`config.mk`:
```
export PLATFORM = sky130hd
export DESIGN_NAME = nanov_sequencer
export DESIGN_NICKNAME = d
export VERILOG_FILES = /design/src/rtl/nanov_pkg.sv /design/src/rtl/nanov_pass_decode.sv /design/src/rtl/nanov_sequencer.sv
export SDC_FILE = /design/constraint.sdc
export NUM_CORES = 1
export LEC_CHECK = 0
export CAP_MARGIN = 20
export CORE_MARGIN = 5
export CORE_UTILIZATION = 48
export CTS_CLUSTER_DIAMETER = 40
export DETAILED_ROUTE_END_ITERATION = 12
export PLACE_DENSITY = 0.85
export SLEW_MARGIN = 20
export SYNTH_ARGS = -nofsm -noshare
export SYNTH_HDL_FRONTEND = slang
export SYNTH_HIERARCHICAL = 1
export SYNTH_SLANG_ARGS = --single-unit
```
`constraint.sdc`:
```
create_clock -name clk -period 5.4 [get_ports clk]
set_clock_uncertainty 0.2 [all_clocks]
set_input_delay 1.08 -clock clk [delete_from_list [all_inputs] [get_ports clk]]
set_output_delay 1.08 -clock clk [all_outputs]
set_load 0.03 [all_outputs]
```
`src/rtl/nanov_pkg.sv`:
```
// Shared opcode constants, reset instruction and sequencer state type.
package nanov_pkg;

  localparam logic [6:0] OPC_JAL    = 7'b1101111;
  localparam logic [6:0] OPC_JALR   = 7'b1100111;
  localparam logic [6:0] OPC_BRANCH = 7'b1100011;
  localparam logic [6:0] OPC_OP     = 7'b0110011;
  localparam logic [6:0] OPC_OP_IMM = 7'b0010011;

  localparam logic [31:0] NOP_INSTR = 32'h0000_0013;

  typedef enum logic {
    FETCH = 1'b0,
    EXEC  = 1'b1
  } state_t;

endpackage

```
`src/rtl/nanov_pass_decode.sv`:
```
// Number of 32-clock serial passes an instruction needs: two for jumps,
// branches and shifts, one for everything else. Purely combinational.
module nanov_pass_decode
  import nanov_pkg::*;
(
  input  logic [31:0] instr,
  output logic [1:0]  pass_cnt
);

  logic [6:0] opcode;
  logic [2:0] funct3;
  logic       is_jump;
  logic       is_branch;
  logic       is_shift;
  logic       unused_bits;

  assign opcode = instr[6:0];
  assign funct3 = instr[14:12];

  // JAL and JALR share opcode[6:4] and opcode[2]; OP and OP-IMM share opcode[4:2].
  assign is_jump   = (opcode[6:4] == OPC_JALR[6:4]) && (opcode[2] == OPC_JAL[2]);
  assign is_branch = (opcode[6:2] == OPC_BRANCH[6:2]);
  assign is_shift  = (opcode[4:2] == OPC_OP[4:2]) && (funct3[1:0] == 2'b01);

  assign pass_cnt = (is_jump || is_branch || is_shift) ? 2'd2 : 2'd1;

  assign unused_bits = ^{instr[31:15], instr[11:7], instr[1:0]};

endmodule

```
`src/rtl/nanov_sequencer.sv`:
```
// Bit-serial instruction sequencer: fetches a word, then steps counter/cycle through its passes.
// Optional one-entry prefetch buffer enabled with `define NANOV_PREFETCH_EN.
module nanov_sequencer
  import nanov_pkg::*;
#(
  parameter logic [31:0] RESET_PC = 32'h0000_0000
) (
  input  logic        clk,
  input  logic        rstn,
  output logic [31:0] fetch_addr,
  input  logic [31:0] instr_in,
  input  logic        instr_valid,
  output logic        instr_ready,
  output logic [31:0] instr,
  output logic [2:0]  cycle,
  output logic [4:0]  counter,
  output logic        pc,
  input  logic        branch,
  input  logic [31:0] data_out,
  output logic        retire
);

  state_t      state_q, state_d;
  logic [31:0] pc_q, pc_d;
  logic [31:0] instr_d;
  logic [4:0]  counter_d;
  logic [2:0]  cycle_d;
  logic        taken_q, taken_d;
  logic [1:0]  pass_cnt;
  logic [2:0]  last_cycle;
  logic        xfer;
  logic        redirect;
  logic        unused_data;
`ifdef NANOV_PREFETCH_EN
  logic        buf_vld_q, buf_vld_d;
  logic [31:0] buf_q, buf_d;
`endif

  nanov_pass_decode u_pass_decode (
    .instr    (instr),
    .pass_cnt (pass_cnt)
  );

  assign last_cycle  = {1'b0, pass_cnt} - 3'd1;
  assign retire      = rstn && (state_q == EXEC) && (counter == 5'd31) && (cycle == last_cycle);
  assign pc          = pc_q[counter];
  assign xfer        = instr_valid && instr_ready;
  assign redirect    = taken_q || branch;
  assign unused_data = data_out[0];

`ifdef NANOV_PREFETCH_EN
  assign instr_ready = (state_q == FETCH) || !buf_vld_q;
  assign fetch_addr  = (state_q == EXEC) ? pc_q + 32'd4 : pc_q;
`else
  assign instr_ready = (state_q == FETCH);
  assign fetch_addr  = pc_q;
`endif

  always_comb begin
    state_d   = state_q;
    pc_d      = pc_q;
    instr_d   = instr;
    counter_d = counter;
    cycle_d   = cycle;
    taken_d   = taken_q;
`ifdef NANOV_PREFETCH_EN
    buf_vld_d = buf_vld_q;
    buf_d     = buf_q;
`endif
    case (state_q)
      FETCH: begin
        if (xfer) begin
          instr_d   = instr_in;
          state_d   = EXEC;
          counter_d = 5'd0;
          cycle_d   = 3'd0;
          taken_d   = 1'b0;
        end
      end
      EXEC: begin
        counter_d = counter + 5'd1;
        if (counter == 5'd31) cycle_d = cycle + 3'd1;
        if (branch) taken_d = 1'b1;
`ifdef NANOV_PREFETCH_EN
        if (xfer && !retire) begin
          buf_vld_d = 1'b1;
          buf_d     = instr_in;
        end
`endif
        if (retire) begin
          taken_d   = 1'b0;
          counter_d = 5'd0;
          cycle_d   = 3'd0;
          pc_d      = redirect ? {data_out[31:1], 1'b0} : pc_q + 32'd4;
          state_d   = FETCH;
`ifdef NANOV_PREFETCH_EN
          // A redirect invalidates anything fetched from the sequential path.
          if (redirect) begin
            buf_vld_d = 1'b0;
          end else if (buf_vld_q) begin
            instr_d   = buf_q;
            buf_vld_d = 1'b0;
            state_d   = EXEC;
          end else if (xfer) begin
            instr_d   = instr_in;
            state_d   = EXEC;
          end
`endif
        end
      end
      default: state_d = FETCH;
    endcase
  end

  always_ff @(posedge clk) begin
    if (!rstn) begin
      state_q   <= FETCH;
      pc_q      <= RESET_PC;
      instr     <= NOP_INSTR;
      counter   <= 5'd0;
      cycle     <= 3'd0;
      taken_q   <= 1'b0;
`ifdef NANOV_PREFETCH_EN
      buf_vld_q <= 1'b0;
      buf_q     <= NOP_INSTR;
`endif
    end else begin
      state_q   <= state_d;
      pc_q      <= pc_d;
      instr     <= instr_d;
      counter   <= counter_d;
      cycle     <= cycle_d;
      taken_q   <= taken_d;
`ifdef NANOV_PREFETCH_EN
      buf_vld_q <= buf_vld_d;
      buf_q     <= buf_d;
`endif
    end
  end

endmodule
```
==> out/qor.yml <==
min_period_over_period_pct: 79.04
vias: 4428
final_util_pct: 70.75
rows: 32
hold_viol_final: 0
cts_tree: "done"
yosysTopAreaCellShare_pct: 37.42
clockBufferDepth: 2
via_per_inst: 6.016
antenna_found_initial: 0
drive_gt1_share_pct: 6.309
synth_area_leaders: "dfxtp_1 (37%), nand2_1 (12%), a21oi_1 (7.4%), mux4_2 (4.6%), clkbuf_1 (3.5%)"
yosys_register_bits: 73
ys_top_cells_by_count: "nand2_1 (124), dfxtp_1 (73), a21oi_1 (58)"
arrival_ns: 2.99
slew_headroom_pct: 28.53
portBuffers: 140
cts_hold_buf: 0
nFillCells: 653
hp-class: "register to register"
avgSynthCellArea_um2: 7.597
yosysUniqueCellTypes: 53
synth.most_common_cell: "nand2_1"
worstSetupPathType: "register to output port"
cts_sinks: 73
slew_viol_final: 0
ir_drop_uv: 130.2
fmax_mhz: 234.3
antenna_cells: 0
seq_area_frac_synth_pct: 37.42
area_delta_synth_final_pct: 41.46
wl_per_cell_um: 17.54
max_stage_delay_ns: 0.74
powerDensity_nw_per_um2: 218.1
critPathTopFamily: "multiplexers"
critPathMaxFanout: 13
rsz0062_at_grt: "false"
status: "completed"
final-setup-viol-count: 0
path_clk_slew_ns: 0.08
hold_ws_ns: 0.2569
grt_usage_pct: 25.17
worstPathRequired_ns: 4.12
grt_max_degree: 64
startpoint_type: "register"
total_leakage_power_nw: 1.858
die_area_um2: 10040
drt_iter0_drc: 370
core_um2: 7807
cts_setup_buffers: 0
overflow: 0
dieHeight_um: 100.2
worst_pin_slew_ns: 1.072
place_congestion: 0.8761
htreeDepth: 3
synthArstFlopShare_pct: 0
dp_hpwl_mm: 8.953
period_needed_ns: 4.268
synth_edf_count: 0
drc: 0
yosysTopAreaCell: "dfxtp_1"
layout.nets: 702
cts_resized: 0
grt_pass1_vias: 4146
slowest_stage: "dfxtp_1"
synth_flop_cell: "dfxtp_1"
dpl_cell_area_um2: 5318
syn_nets: 587
start_util_pct: 50.02
syn_area_um2: 3905
tns_ns: 0
final_area_um2: 5524
cp-end-kind: "output port"
boundaryPins: 143
die_x_um: 100.2
dr.pass1.iters: 5
root_buffer: "clkbuf_8"
power_mw: 1.205
cap_violations: 0
worst-path-buf-inv: 1
yosysWarningCount: 6
wirelength_mm: 12.91
grt_pass1_wl_mm: 20.56
cp_cell_sequence: "mux4_2 > mux4_2 > a22o_1 > clkdlybuf4s50_1"
synthCells: 514
ant_nets: 0
cts_made_buffers: 9
crit_path_frequent_cell: "mux4_2"
clk-insertion-delay-late_ns: 0.35
worst register-to-register path: cells and delay by family, from the launching register on:
| kind | cells | cell delay [ns] |
|---|---|---|
| AO/OA/AOI/OAI | 1 | 0.16 |
| adder cells (fa/ha/maj) | 2 | 0.54 |
| buffers and inverters | 1 | 0.31 |
| flip-flops | 1 | 0.74 |
| multiplexers | 1 | 0.27 |
| AND/OR/NAND/NOR | 4 | 1.32 |
area by class of cell:
class                      count  area [um2]  area share (%)
clock buffer                  10       137.6           2.492
clock inverter                 6       66.31           1.200
inverter                       7       26.28          0.4757
multi-input combinational    393        2268           41.06
sequential                    73        1461           26.46
tap                          102       127.6           2.310
timing repair buffer         145        1436           26.00
layout by cell type, fill, tap and decap left out, types with 10 or more instances in the layout:
master and instances:
nand4_1 18, a31oi_1 14, o21ai_0 23, a21oi_1 58, clkbuf_8 10, nor2_1 19
dfxtp_1 73, nand2_1 123, nand3_1 21, nor3_1 14, clkdlybuf4s50_1 139
power breakdown:
part           leakage (nW)  internal, mW  total, mW  switching [mW]
registers             0.594         0.553      0.568          0.0141
logic                  1.17        0.0912      0.192           0.101
clock network        0.0949         0.227      0.445           0.218
total                  1.86         0.871       1.20           0.333
routing by layer:
layer	track usage [%]	wire length [um]	share of wire, %
met1	32.14	5161	40
met2	42.76	6393	50
met3	4.378	1073	8.3
met4	8.705	284	2.2
met5	0	0	0
final timing paths:
check / start / to / slack (ns) / cells past startpoint
max: counter[1] / pc / 1.13 / 4
max reg2reg: counter[1] / fetch_addr[31] / 1.78 / 9
min: instr[18] / instr[18] / 0.26 / 2
min reg2reg: instr[18] / instr[18] / 0.26 / 2
logic make-up (layout without fill, tap and decap cells):
group           count (synthesis)  after routing  share of synthesized area (%)
compound gates                133            133                          20.70
xor+xnor                        3              3                         0.6730
fa+ha+maj                       5              5                          1.602
buf+inv                        48            168                          4.742
flops                          73             73                          37.42
mux                            14             14                          6.216
other cells                     1              1                        0.09603
simple gates                  237            237                          28.55
through the flow:
| step | worst slack [ns] | std cells |
|---|---|---|
| final | 1.132 | 736 |
| after global placement | 1.430 | 720 |
| after floorplan | 1.535 | 514 |
| after global routing | 1.018 | 736 |
| after CTS | 1.121 | 736 |
| after detailed placement | 1.398 | 720 |
state kept, by name, summed over array words and instances, names as in the netlist:
name and flops:
taken_q 1, instr 32, fetch_addr 31, state_q 1, counter 5, cycle 3
(Power assumes the default switching activity.)
